File: src/rtl/dpram_rsp_checker_pkg.sv
// Shared types for the dual-port RAM response checker: word sizes, FSM states,
// the compare-slot record and the saturating counter helper.
package dpram_rsp_checker_pkg;

   localparam int DATA_W = 16;
   localparam int ADDR_W = 10;

   typedef enum logic [1:0] {
      IDLE = 2'd0,
      RUN  = 2'd1,
      DONE = 2'd2,
      FAIL = 2'd3
   } state_t;

   typedef struct packed {
      logic              vld;
      logic [ADDR_W-1:0] addr;
      logic [DATA_W-1:0] exp;
   } slot_t;

   // Both ports can report in the same cycle, so the increment is 0..2.
   function automatic logic [7:0] sat_add8(input logic [7:0] cnt, input logic [1:0] inc);
      logic [8:0] sum;
      sum = {1'b0, cnt} + {7'd0, inc};
      return sum[8] ? 8'hFF : sum[7:0];
   endfunction

endpackage

File: src/rtl/dpram_rsp_checker_chk_pipe.sv
// chk_pipe: one port's read-latency delay line; at the last stage the expected
// word is compared with the RAM output and a pass or err strobe is raised.
module chk_pipe
   import dpram_rsp_checker_pkg::*;
#(
   parameter int RD_LAT = 1
) (
   input  logic              clk,
   input  logic              rst,
   input  slot_t             i_slot,
   input  logic [DATA_W-1:0] i_q,
   output logic              o_pass,
   output logic              o_err,
   output logic [ADDR_W-1:0] o_addr,
   output logic [DATA_W-1:0] o_exp
);

   logic [RD_LAT-1:0] r_vld;
   logic [ADDR_W-1:0] r_addr [RD_LAT];
   logic [DATA_W-1:0] r_exp  [RD_LAT];

   // Only the valid bits are reset; a flushed slot's payload is never looked at.
   always_ff @(posedge clk or negedge rst) begin
      if (!rst) begin
         r_vld <= '0;
      end else begin
         r_vld[0] <= i_slot.vld;
         for (int i = 1; i < RD_LAT; i++) r_vld[i] <= r_vld[i-1];
      end
   end

   always_ff @(posedge clk) begin
      r_addr[0] <= i_slot.addr;
      r_exp[0]  <= i_slot.exp;
      for (int i = 1; i < RD_LAT; i++) begin
         r_addr[i] <= r_addr[i-1];
         r_exp[i]  <= r_exp[i-1];
      end
   end

   assign o_addr = r_addr[RD_LAT-1];
   assign o_exp  = r_exp[RD_LAT-1];
   assign o_pass = r_vld[RD_LAT-1] && (i_q == r_exp[RD_LAT-1]);
   assign o_err  = r_vld[RD_LAT-1] && (i_q != r_exp[RD_LAT-1]);

endmodule

File: config.mk
export PLATFORM = sky130hd
export DESIGN_NAME = chk_pipe
export DESIGN_NICKNAME = d
export VERILOG_FILES = /design/src/rtl/dpram_rsp_checker_pkg.sv /design/src/rtl/dpram_rsp_checker_chk_pipe.sv
export SDC_FILE = /design/constraint.sdc
export NUM_CORES = 1
export LEC_CHECK = 0
export BUFFER_PORTS_ARGS = -buffer_cell sky130_fd_sc_hd__buf_2
export CORE_UTILIZATION = 30
export DETAILED_ROUTE_END_ITERATION = 8
export PLACE_DENSITY = 0.72
export SLEW_MARGIN = 20
export SYNTH_ARGS = -nofsm -noshare
export SYNTH_HDL_FRONTEND = slang
export SYNTH_SLANG_ARGS = --single-unit
File: constraint.sdc
create_clock -name clk -period 1 [get_ports clk]
set_clock_uncertainty 0.05 [all_clocks]
set_input_delay 0.05 -clock clk [delete_from_list [all_inputs] [get_ports clk]]
set_output_delay 0.05 -clock clk [all_outputs]
set_load 0.05 [all_outputs]
* Yosys cells after proc, flatten, opt, wreduce, memory -nomap -nowiden
Memories as Yosys holds them, arrays and structs flattened.
Index checks and enable logic that the tools add are counted.
** Cells by class
- Shift operators :: 0
- Reduce and logical (&&, ||, !) cells :: 2
- Equality and inequality tests :: 2
- Order comparisons :: 0
- $add $sub $neg :: 0
- Divide/modulo/power cells :: 0
- Muxes and demuxes :: 0
- Bitwise gates (word level) :: 0
- $mul :: 0
** Operator list (count)
- $eq 16x16->1 :: 1
- $ne 16x16->1 :: 1
- $logic_and 1x1->1 :: 2
** Storage, ports and cells
- ROM bits :: 0
- Memories kept :: 2
- Input bits :: 45
- RAM bits :: 26
- Output and inout bits :: 28
- Latch bits :: 0
- Logic and storage cells :: 7
- Bits in registers :: 1
** Memories
- r_exp :: words 1, width 16, rd ports 1, clocked after Yosys merged registers in 0, wr ports 1, RTL line dpram_rsp_checker_chk_pipe.sv:20 : logic [DATA_W-1:0] r_exp [RD_LAT];
- r_addr :: words 1, width 10, rd ports 1, clocked after Yosys merged registers in 0, wr ports 1, RTL line dpram_rsp_checker_chk_pipe.sv:19 : logic [ADDR_W-1:0] r_addr [RD_LAT];

* Longest topological paths before layout
Gate-level depths: netlist of run 1.
- Depth after elaboration :: 2
- Mapped depth :: 4
- Mapped depth without buffers :: 4

* Worst setup path after synthesis of run 1
OpenSTA, ideal clock, no wires.
- Kind :: register -> output
- From :: memory r_exp[0][10]
- To :: output port o_pass
- Buffers on the path :: 0
- Setup slack :: -0.758 ns
- Arrival time :: 1.658 ns
- Cell stages (with the launch flop) :: 5
- Required time :: 0.900 ns
- Cells stage by stage :: dfxtp_1 xnor2_1 nand4_1 nor4_2 and2_1
** RTL lines
- start, declared :: RTL line dpram_rsp_checker_chk_pipe.sv:20
- end, declared :: RTL line dpram_rsp_checker_chk_pipe.sv:12 : output logic o_pass,

==> results of run 1 <==
[area by class of cell]
type,count,area share (%)
Timing Repair Buffer,102,46.71
Tap cell,28,2.047
Multi-Input combinational cell,23,14.91
Clock inverter,1,0.2924
Clock buffer,3,1.316
Sequential cell,27,34.72
[state kept, by name, summed over array words and instances (netlist names)]
name    cells
r_vld       1
r_addr     10
r_exp      16
[worst max-delay path, cell delays in order (launching register included)]
cell	delay (ns)
dfxtp_4	0.38
xnor2_2	0.14
nand4_1	0.14
nor4_2	0.32
buf_4	0.16
nor2b_2	0.03
buf_6	0.15
[cells in the final DEF, fill, tap and decap left out, drive strengths merged]
cell type | netlist | final
nand4 | 4 | 4
nor4 | 1 | 1
clkbuf | 0 | 4
dfrtp | 1 | 1
dlygate4sd3 | 0 | 29
xnor2 | 16 | 16
clkinv | 0 | 1
buf | 0 | 72
nor2b | 1 | 1
dfxtp | 26 | 26
and2 | 1 | 1
[routing by layer]
layer,GRT usage (%),up-vias,routed length [um]
met5,0,-,0
met4,6.306,0,17
met2,35.71,48,1398
met3,10.23,2,350
met1,17.81,344,750
li1,-,377,-
[power breakdown]
group / internal, mW / switching [mW] / total, mW
clock network: 0.149 / 0.296 / 0.445
registers: 1.13 / 0.0442 / 1.17
logic: 0.294 / 0.306 / 0.600
total: 1.57 / 0.646 / 2.21
[worst min path at each step]
stage	startpoint	endpoint	slack, ns	cells past startpoint
floorplan	rst	r_vld	-0.30	0
global placement	rst	r_vld	-0.23	1
detailed placement	rst	r_vld	-0.22	1
CTS	i_slot[2]	r_exp[0][2]	0.30	2
global route	i_slot[14]	r_exp[0][14]	0.29	2
finish	i_slot[4]	r_exp[0][4]	0.32	2
[cells by family (layout without fill, tap and decap cells)]
group | after synthesis | count (layout) | synth area share [%]
xor gates and xnor gates | 16 | 16 | 19.05
buffers and inverters | 0 | 106 | 0
DFF | 27 | 27 | 74.15
and+or+nand+nor | 7 | 7 | 6.803
[per-stage QoR]
| stage | hold slack, ns | setup WS (ns) | cells |
|---|---|---|---|
| after floorplan | -0.2956 | -0.3863 | 50 |
| after global placement | -0.2256 | -0.4785 | 151 |
| after detailed placement | -0.2236 | -0.4850 | 151 |
| after CTS | 0.2988 | -0.7396 | 184 |
| after global routing | 0.2855 | -0.8588 | 184 |
| final | 0.3159 | -0.7308 | 184 |
[what timing repair did]
action / in CTS / in global routing
endpoints found under the hold margin: 28 / 0
pin swaps: 7 / 5
resized for setup: 29 / 31
endpoints found under the setup margin: 25 / 19
hold buffers: 29 / 0
==> impl_metrics.py, run 1 <==
metrics = {
    "yosys": {
        "synthArstFlopShare_pct": 3.704,
        "yosysMostFrequentCell": "dfxtp_1",
        "seq_area_frac_synth_pct": 74.15,
        "count_of_flip_flops_with_a_built_in_enable_after_synthesis": 0,
        "netlist_top_cells_area": "dfxtp_1, xnor2_1, dfrtp_1",
        "synth-warning-count": 0,
        "yosys_register_bits": 27,
        "synth_flop_cell": "dfxtp_1",
        "synth_nets": 95,
        "synth.cells.most_frequent": "dfxtp_1, xnor2_1, nand4_1",
        "syn-mean-instance-area_um2": 14.71,
        "netlist_instances": 50,
        "yosys.cell_types.count": 7,
        "post_synth_instance_area_um2": 735.7,
        "synth.top_cell.area_share_pct": 70.75,
        "synth_area_leader_cell": "dfxtp_1",
    },
    "worst_setup_path": {
        "endpoint_class_of_the_critical_path": "output port",
        "worst-endpoint-arrival_ns": 1.63,
        "worst_path_required_time_ns": 0.90,
        "critPathLaunchType": "flop",
        "timing.critical_path.from": "r_exp[0][6]",
        "setup.worst_path.class": "reg2out",
        "cp-endpoint": "o_err",
        "path_max_fanout": 2,
    },
    "floorplanning": {
        "std_cell_rows": 17,
        "core_mm2": 0.002255,
        "chipWidth_um": 51.52,
        "floorplan.die_area_mm2": 0.002654,
        "ios": 73,
        "die_height_um": 51.52,
        "initial_utilization_pct": 32.63,
    },
    "timing": {
        "max-slew-margin-rel_pct": 82.27,
        "count_of_pins_over_their_slew_limit": 0,
        "tightest_slew_ns": 0.2637,
        "setup_viol": 3,
        "final.setup.tns_ns": -1.466,
        "final-hold-violation-count": 0,
        "max_freq_mhz": 577.8,
        "post-route-period-util_pct": 173.1,
        "rsz0062_at_grt": "true",
        "min_period_ns": 1.731,
        "timing.final.ws_setup_ns": -0.7308,
    },
    "clock_tree": {
        "cts-buffers-inserted": 3,
        "cts.root.buffer_cell": "clkbuf_4",
        "cts_setup_buffers": 0,
        "cts_tree": "done",
        "ctsHtreeMaxLevel": 1,
        "max-clock-path-buffers": 2,
        "clk_transition_reported_paths_ns": 0.14,
        "tritoncts_num_sinks": 27,
    },
    "layout": {
        "nets_final": 202,
        "ff_latch_area_um2": 594.3,
        "n_fill_cell": 153,
        "relative_area_change_from_synthesis_to_final_layout_pct": 132.7,
        "stdcell_area_mm2": 0.001712,
        "multi_input_comb_area_um2": 255.2,
        "diodes": 0,
        "finalCoreUtilization_pct": 75.92,
        "share_of_final_layout_standard_cells_stronger_than_drive_strength_1_pct": 67.31,
    },
    "grt": {
        "grt_pass1_vias": 881,
        "grt_remaining_overflow": 0,
        "antenna_found_initial": 0,
        "grt_start_max_net_pins": 16,
        "grtUsageTotal_pct": 19.29,
        "first_pass_grt_wire_length_um": 3615,
    },
    "pwr": {
        "power.ir.vdd_worst_mv": 1.382,
        "power_density_mw_per_mm2": 1293,
        "total_leakage_power_nw": 0.7990,
        "total_power_mw": 2.214,
    },
    "placement": {
        "dpl-instance-area_mm2": 0.001191,
        "buffer_ports.inserted": 72,
        "dpl.hpwl_um": 1391,
        "gpl.final_weighted_congestion": 0.6829,
    },
    "status": {
        "run_status": "complete, but fails checks",
        "violations": "negative setup slack",
    },
    "detailed_routing": {
        "via_count": 771,
        "viasPerCell": 4.190,
        "antenna_left": 0,
        "first_pass_iters": 2,
        "routed_wire_length_per_instance_um": 13.68,
        "drt_wl_total_um": 2517,
        "drt_first_iter_violations": 2,
        "drcViolationCount": 0,
    },
    "worst_hold_path": {
        "hold_class": "in2reg",
    },
    "run": {
        "max-cap-violations": 0,
    },
}
No activity file was read; power rests on OpenSTA's default activity.
==> run 2, diff against run 1 <==
Settings changed: PLACE_DENSITY 0.72 to 0.77.
==> run 2 against run 1 <==
  * The run still ends with negative setup slack left
  * Final cell count is the same
  * Sequential cell count is the same
  * Global-route usage shrank 2.9 points
  * Worst setup slack gained 0.0077 ns
  * Clock power shrank 1%
  * Sequential share of layout area grew 0.52 points
  * Critical path depth is the same
  * Largest power group unchanged
==> impl_metrics.py, run 2 (synthesis results as in run 1) <==
metrics = {
    "pwr": {
        "switchingPower_mw": 0.6266,
        "switching_portion_of_total_power_pct": 28.60,
        "power.ir.vdd_worst_mv": 1.180,
        "power.combinational.fraction_pct": 26.8,
        "total_power_mw": 2.191,
        "clkPwrFrac_pct": 20.1,
        "power_density_mw_per_mm2": 1302,
        "power.sequential.fraction_pct": 53.2,
        "total_leakage_power_nw": 0.7781,
        "p_int_mw": 1.565,
    },
    "floorplanning": {
        "core_mm2": 0.002255,
        "die_height_um": 51.52,
        "chipWidth_um": 51.52,
        "std_cell_rows": 17,
        "ios": 73,
        "initial_utilization_pct": 32.63,
        "floorplan.die_area_mm2": 0.002654,
    },
    "worst_setup_path": {
        "crit_chain": "xnor2_2, nand4_1, nor4_2, buf_4, nor2b_2, buf_6",
        "cp.buffers_inverters": 2,
        "critical-path-top-delay-family": "simple AND/OR/NAND/NOR gates",
        "cp.depth": 6,
        "path_max_fanout": 2,
        "crit_path_top_delay_cell": "dfxtp_4",
        "worst_path_required_time_ns": 0.90,
        "endpoint_class_of_the_critical_path": "output port",
        "setup.worst_path.class": "reg2out",
        "critPathLaunchType": "flop",
        "worst-endpoint-arrival_ns": 1.62,
        "worst_path_largest_cell_delay_ns": 0.38,
    },
    "detailed_routing": {
        "viasPerCell": 4.082,
        "via_count": 751,
        "routed_wire_length_per_instance_um": 12.45,
        "drt_first_iter_violations": 4,
        "antenna_left": 0,
        "drcViolationCount": 0,
        "first_pass_iters": 2,
        "drt_wl_total_um": 2290,
    },
    "placement": {
        "buffer_ports.inserted": 72,
        "numPlacedInstances": 151,
        "dpl.hpwl_um": 1300,
        "gpl.final_weighted_congestion": 0.6320,
    },
    "grt": {
        "antenna_found_initial": 0,
        "grt_start_max_net_pins": 15,
        "grtUsageTotal_pct": 16.39,
        "grt_remaining_overflow": 0,
        "first_pass_grt_wire_length_um": 3174,
        "grt_pass1_vias": 798,
    },
    "timing": {
        "final.setup.tns_ns": -1.443,
        "setup_viol": 2,
        "post-route-period-util_pct": 172.3,
        "max-slew-margin-rel_pct": 83.70,
        "min_period_ns": 1.723,
        "final-hold-violation-count": 0,
        "timing.final.ws_setup_ns": -0.7231,
        "tightest_slew_ns": 0.2425,
        "count_of_pins_over_their_slew_limit": 0,
        "hold_worst_slack_ns": 0.3120,
        "max_freq_mhz": 580.4,
        "rsz0062_at_grt": "true",
    },
    "layout": {
        "diodes": 0,
        "top_regs": "r_exp x16, r_addr x10, r_vld x1",
        "registers.top_by_ff_count": "r_exp",
        "final_common_cell": "buf_2",
        "final_cell_mix": "buf_2, dlygate4sd3_1, buf_6",
        "nets_final": 202,
        "largest_register_ffs": 16,
        "n_fill_cell": 145,
        "relative_area_change_from_synthesis_to_final_layout_pct": 128.7,
        "share_of_final_layout_standard_cells_stronger_than_drive_strength_1_pct": 64.10,
        "finalNonFillerCells": 184,
        "finalCoreUtilization_pct": 74.64,
    },
    "clock_tree": {
        "max-clock-path-buffers": 2,
        "cts_tree": "done",
        "ctsHtreeMaxLevel": 1,
        "clk_transition_reported_paths_ns": 0.13,
        "cts-buffers-inserted": 3,
        "cts.root.buffer_cell": "clkbuf_4",
        "tritoncts_num_sinks": 27,
    },
    "run": {
        "max-cap-violations": 0,
    },
    "worst_hold_path": {
        "hold_class": "in2reg",
        "whs_path_depth": 2,
    },
    "status": {
        "violations": "negative setup slack",
        "run_status": "complete, but fails checks",
    },
}
## run 2: cell types whose count changed in the layout (fill, tap and decap cells not counted), sizes merged
cell,before,now
clkinv,1,0
clkbuf,4,5
## run 2: stage by stage
| step | setup slack [ns] | area [um2] |
|---|---|---|
| CTS | -0.7318 | 1587 |
| detailed placement | -0.4829 | 1191 |
| floorplan | -0.3863 | 788.3 |
| global route | -0.8514 | 1683 |
| global placement | -0.4891 | 1191 |
| finish | -0.7231 | 1683 |
## run 2: final timing paths
| path | from | to | slack [ns] |
|---|---|---|---|
| min in group asynchronous | rst | r_vld | 0.51 |
| worst max-delay path | r_exp[0][4] | o_err | -0.72 |
| worst min-delay path | i_slot[13] | r_exp[0][13] | 0.31 |
| max in group asynchronous | rst | r_vld | 0.28 |
## run 2: cell type report
type                       instances  area, um2  share of cell area [%]
timing repair buffer             102      795.8                   47.29
sequential                        27      593.1                   35.24
multi-input combinational         23      232.7                   13.83
tap                               28      35.03                   2.082
clock buffer                       4      26.28                   1.561
## run 2: what timing repair did
| item | CTS | global route |
|---|---|---|
| hold endpoints to repair | 28 | 0 |
| resized for setup | 28 | 26 |
| pin swaps | 7 | 5 |
| hold buffers | 29 | 0 |
| setup endpoints to repair | 25 | 21 |
| setup buffers | 0 | 0 |
## run 2: metal layers
metal	share of wire, %	wire, um	GRT usage (%)	up-vias
li1	-	-	-	371
met1	39	903	16.94	326
met2	51	1175	31.17	54
met3	9.2	211	4.971	0
met4	0	0	4.955	0
met5	0	0	0	-
## run 2: power by group through the flow
stage               Clock, mW  Combinational (mW)  Sequential (mW)
finish                  0.440               0.587             1.16
global route            0.514               0.613             1.17
CTS                     0.465               0.540             1.15
detailed placement          0               0.420             1.17
global placement            0               0.414             1.17
floorplan                   0              0.0712             1.38
==> run 3, diff against run 2 <==
Settings changed: ABC_AREA from default to 1, CORE_UTILIZATION 30 to 33, CTS_CLUSTER_DIAMETER from default to 80, PLACE_DENSITY 0.77 to 0.78.
Clock period 1 ns to 1.5 ns, I/O delays scaled along.
==> run 3 against run 2 <==
  * The run still ends with negative setup slack left
  * Count of clock-buffer cells in the layout did not move
  * Die area grew 8.2%
  * Via count rose by 37%
  * Clock power is 30% lower
  * Worst setup slack better by 0.58 ns
  * Core utilization decreased by 8.7 points
  * Area after synthesis rose by 19%
  * Critical path depth is 3 higher
  * Worst hold slack improved by 0.025 ns
==> impl_metrics.py, run 3 <==
metrics = {
    "detailed_routing": {
        "drt_wl_total_um": 2530,
        "drt_first_iter_violations": 11,
        "drcViolationCount": 0,
        "via_count": 1027,
        "routed_wire_length_per_instance_um": 10.12,
        "viasPerCell": 4.108,
        "antenna_left": 0,
        "first_pass_iters": 4,
    },
    "clock_tree": {
        "ctsHtreeMaxLevel": 1,
        "cts_tree": "done",
        "max-clock-path-buffers": 2,
        "tritoncts_num_sinks": 27,
        "clk_transition_reported_paths_ns": 0.14,
        "cts.root.buffer_cell": "clkbuf_4",
        "cts-buffers-inserted": 3,
    },
    "worst_setup_path": {
        "worst-endpoint-arrival_ns": 1.52,
        "path_max_fanout": 3,
        "worst_path_required_time_ns": 1.37,
        "critPathLaunchType": "flop",
        "endpoint_class_of_the_critical_path": "output port",
        "setup.worst_path.class": "reg2out",
    },
    "run": {
        "max-cap-violations": 0,
    },
    "floorplanning": {
        "floorplan.die_area_mm2": 0.002872,
        "initial_utilization_pct": 35.14,
        "chipWidth_um": 53.59,
        "core_mm2": 0.002500,
        "ios": 73,
        "die_height_um": 53.59,
        "std_cell_rows": 18,
    },
    "yosys": {
        "count_of_flip_flops_with_a_built_in_enable_after_synthesis": 0,
        "synth.top_cell.area_share_pct": 59.26,
        "syn-mean-instance-area_um2": 7.705,
        "seq_area_frac_synth_pct": 62.11,
        "synth_area_leader_cell": "dfxtp_1",
        "synth_nets": 159,
        "netlist_instances": 114,
        "synth.cells.most_frequent": "nand2_1, dfxtp_1, nor2_1, inv_1",
        "synth-warning-count": 0,
        "post_synth_instance_area_um2": 878.3,
        "yosys.cell_types.count": 7,
        "netlist_top_cells_area": "dfxtp_1, nand2_1, nor2_1",
        "yosys_register_bits": 27,
        "yosysMostFrequentCell": "nand2_1",
        "synth_flop_cell": "dfxtp_1",
        "synthArstFlopShare_pct": 3.704,
    },
    "layout": {
        "top_regs": "r_exp x16, r_addr x10, r_vld x1",
        "share_of_final_layout_standard_cells_stronger_than_drive_strength_1_pct": 41.36,
        "final_common_cell": "buf_2",
        "relative_area_change_from_synthesis_to_final_layout_pct": 87.75,
        "nets_final": 266,
        "final_cell_mix": "buf_2, nand2_1, dlygate4sd3_1",
        "registers.top_by_ff_count": "r_exp",
        "largest_register_ffs": 16,
        "stdcell_area_mm2": 0.001649,
        "diodes": 0,
    },
    "status": {
        "run_status": "complete, but fails checks",
        "violations": "negative setup slack",
    },
    "pwr": {
        "total_leakage_power_nw": 0.9451,
        "total_power_mw": 1.446,
        "power_density_mw_per_mm2": 876.8,
        "power.ir.vdd_worst_mv": 0.6767,
    },
    "timing": {
        "post-route-period-util_pct": 109.5,
        "final-hold-violation-count": 0,
        "timing.final.ws_setup_ns": -0.1427,
        "min_period_ns": 1.643,
        "hold_worst_slack_ns": 0.3370,
        "tightest_slew_ns": 0.2627,
        "setup_viol": 2,
        "count_of_pins_over_their_slew_limit": 0,
        "max-slew-margin-rel_pct": 82.61,
        "rsz0062_at_grt": "true",
        "max_freq_mhz": 608.8,
    },
    "placement": {
        "dpl.hpwl_um": 1512,
        "dpl-instance-area_mm2": 0.001295,
        "pre_cts_slack_ns": 0.1259,
        "buffer_ports.inserted": 72,
        "gpl.final_weighted_congestion": 0.6540,
    },
    "grt": {
        "grt_start_max_net_pins": 15,
        "grt_remaining_overflow": 0,
        "grtUsageTotal_pct": 18.20,
        "antenna_found_initial": 0,
        "grt_pass1_vias": 964,
        "first_pass_grt_wire_length_um": 3698,
    },
    "worst_hold_path": {
        "hold_class": "in2reg",
    },
}
## run 3: changes by cell type in the layout (fill, tap and decap cells not counted), sizes merged
cell    change
nor4        -1
xnor2      -16
nor2b       -1
inv        +24
nand4       -4
a21oi       +1
nand2      +36
and2        -1
clkbuf      -1
nor2       +25
xor2        +1
buf         +1
## run 3: path summary, 6_finish.rpt
kind	startpoint	endpoint	cells past startpoint
setup / recovery	r_exp[0][5]	o_pass	9
hold / removal	i_slot[25]	r_addr[0][9]	2
max in group asynchronous	rst	r_vld	3
min in group asynchronous	rst	r_vld	3
## run 3: logic make-up after synthesis
| logic type | Yosys count | synth area share [%] |
|---|---|---|
| and+or+nand+nor | 61 | 26.07 |
| DFF | 27 | 62.11 |
| buffers and inverters | 24 | 10.26 |
| AOI/OAI and AO/OA | 1 | 0.5693 |
| xor gates and xnor gates | 1 | 0.9973 |
## run 3: per-layer routing
metal / GRT usage, % / vias to the layer above / part of all wire (%)
met4: 6.140 / 0 / 1.1
met5: 0 / - / 0
li1: - / 535 / -
met3: 6.780 / 4 / 9.8
met2: 32.92 / 56 / 51
met1: 19.26 / 432 / 39
## run 3: timing repair
item                                    CTS  global route
endpoints found under the hold margin    28             0
gates resized for setup                   6             6
hold buffers                             29             0
endpoints found under the setup margin    2             2
pin swaps                                 0             6
buffers inserted                          0             1
## run 3: report_power, final
part           leakage (nW)  total (mW)  switching [mW]  internal [mW]
combinational         0.699       0.360           0.217          0.143
sequential            0.231       0.779          0.0203          0.759
clock                0.0150       0.307           0.204          0.104
total                 0.945        1.45           0.441           1.01
## run 3: stage by stage
stage	setup TNS (ns)	instances	utilization (%)
2_1_floorplan	-0.1686	114	-
3_3_place_gp	0	216	51.80
3_5_place_dp	0	216	51.80
4_1_cts	-0.1135	249	65.17
5_1_grt	-0.4943	250	65.97
6_report	-0.2780	250	65.97
## run 3: area by class of cell
type	count	area, um2
timing repair buffer	102	674.4
fill	207	850.8
tap	30	37.54
multi-input combinational	63	266.5
inverter	24	90.09
sequential	27	554.3
clock buffer	4	26.28
## run 3: critical path: stages (launching register included)
cell and delay [ns]:
dfxtp_2 0.37, nand2_1 0.06, inv_2 0.05, nor2_2 0.03, nor2_1 0.12, nand2_1 0.09
nor2_2 0.14, nand2_2 0.08, nor2_4 0.10, buf_8 0.15
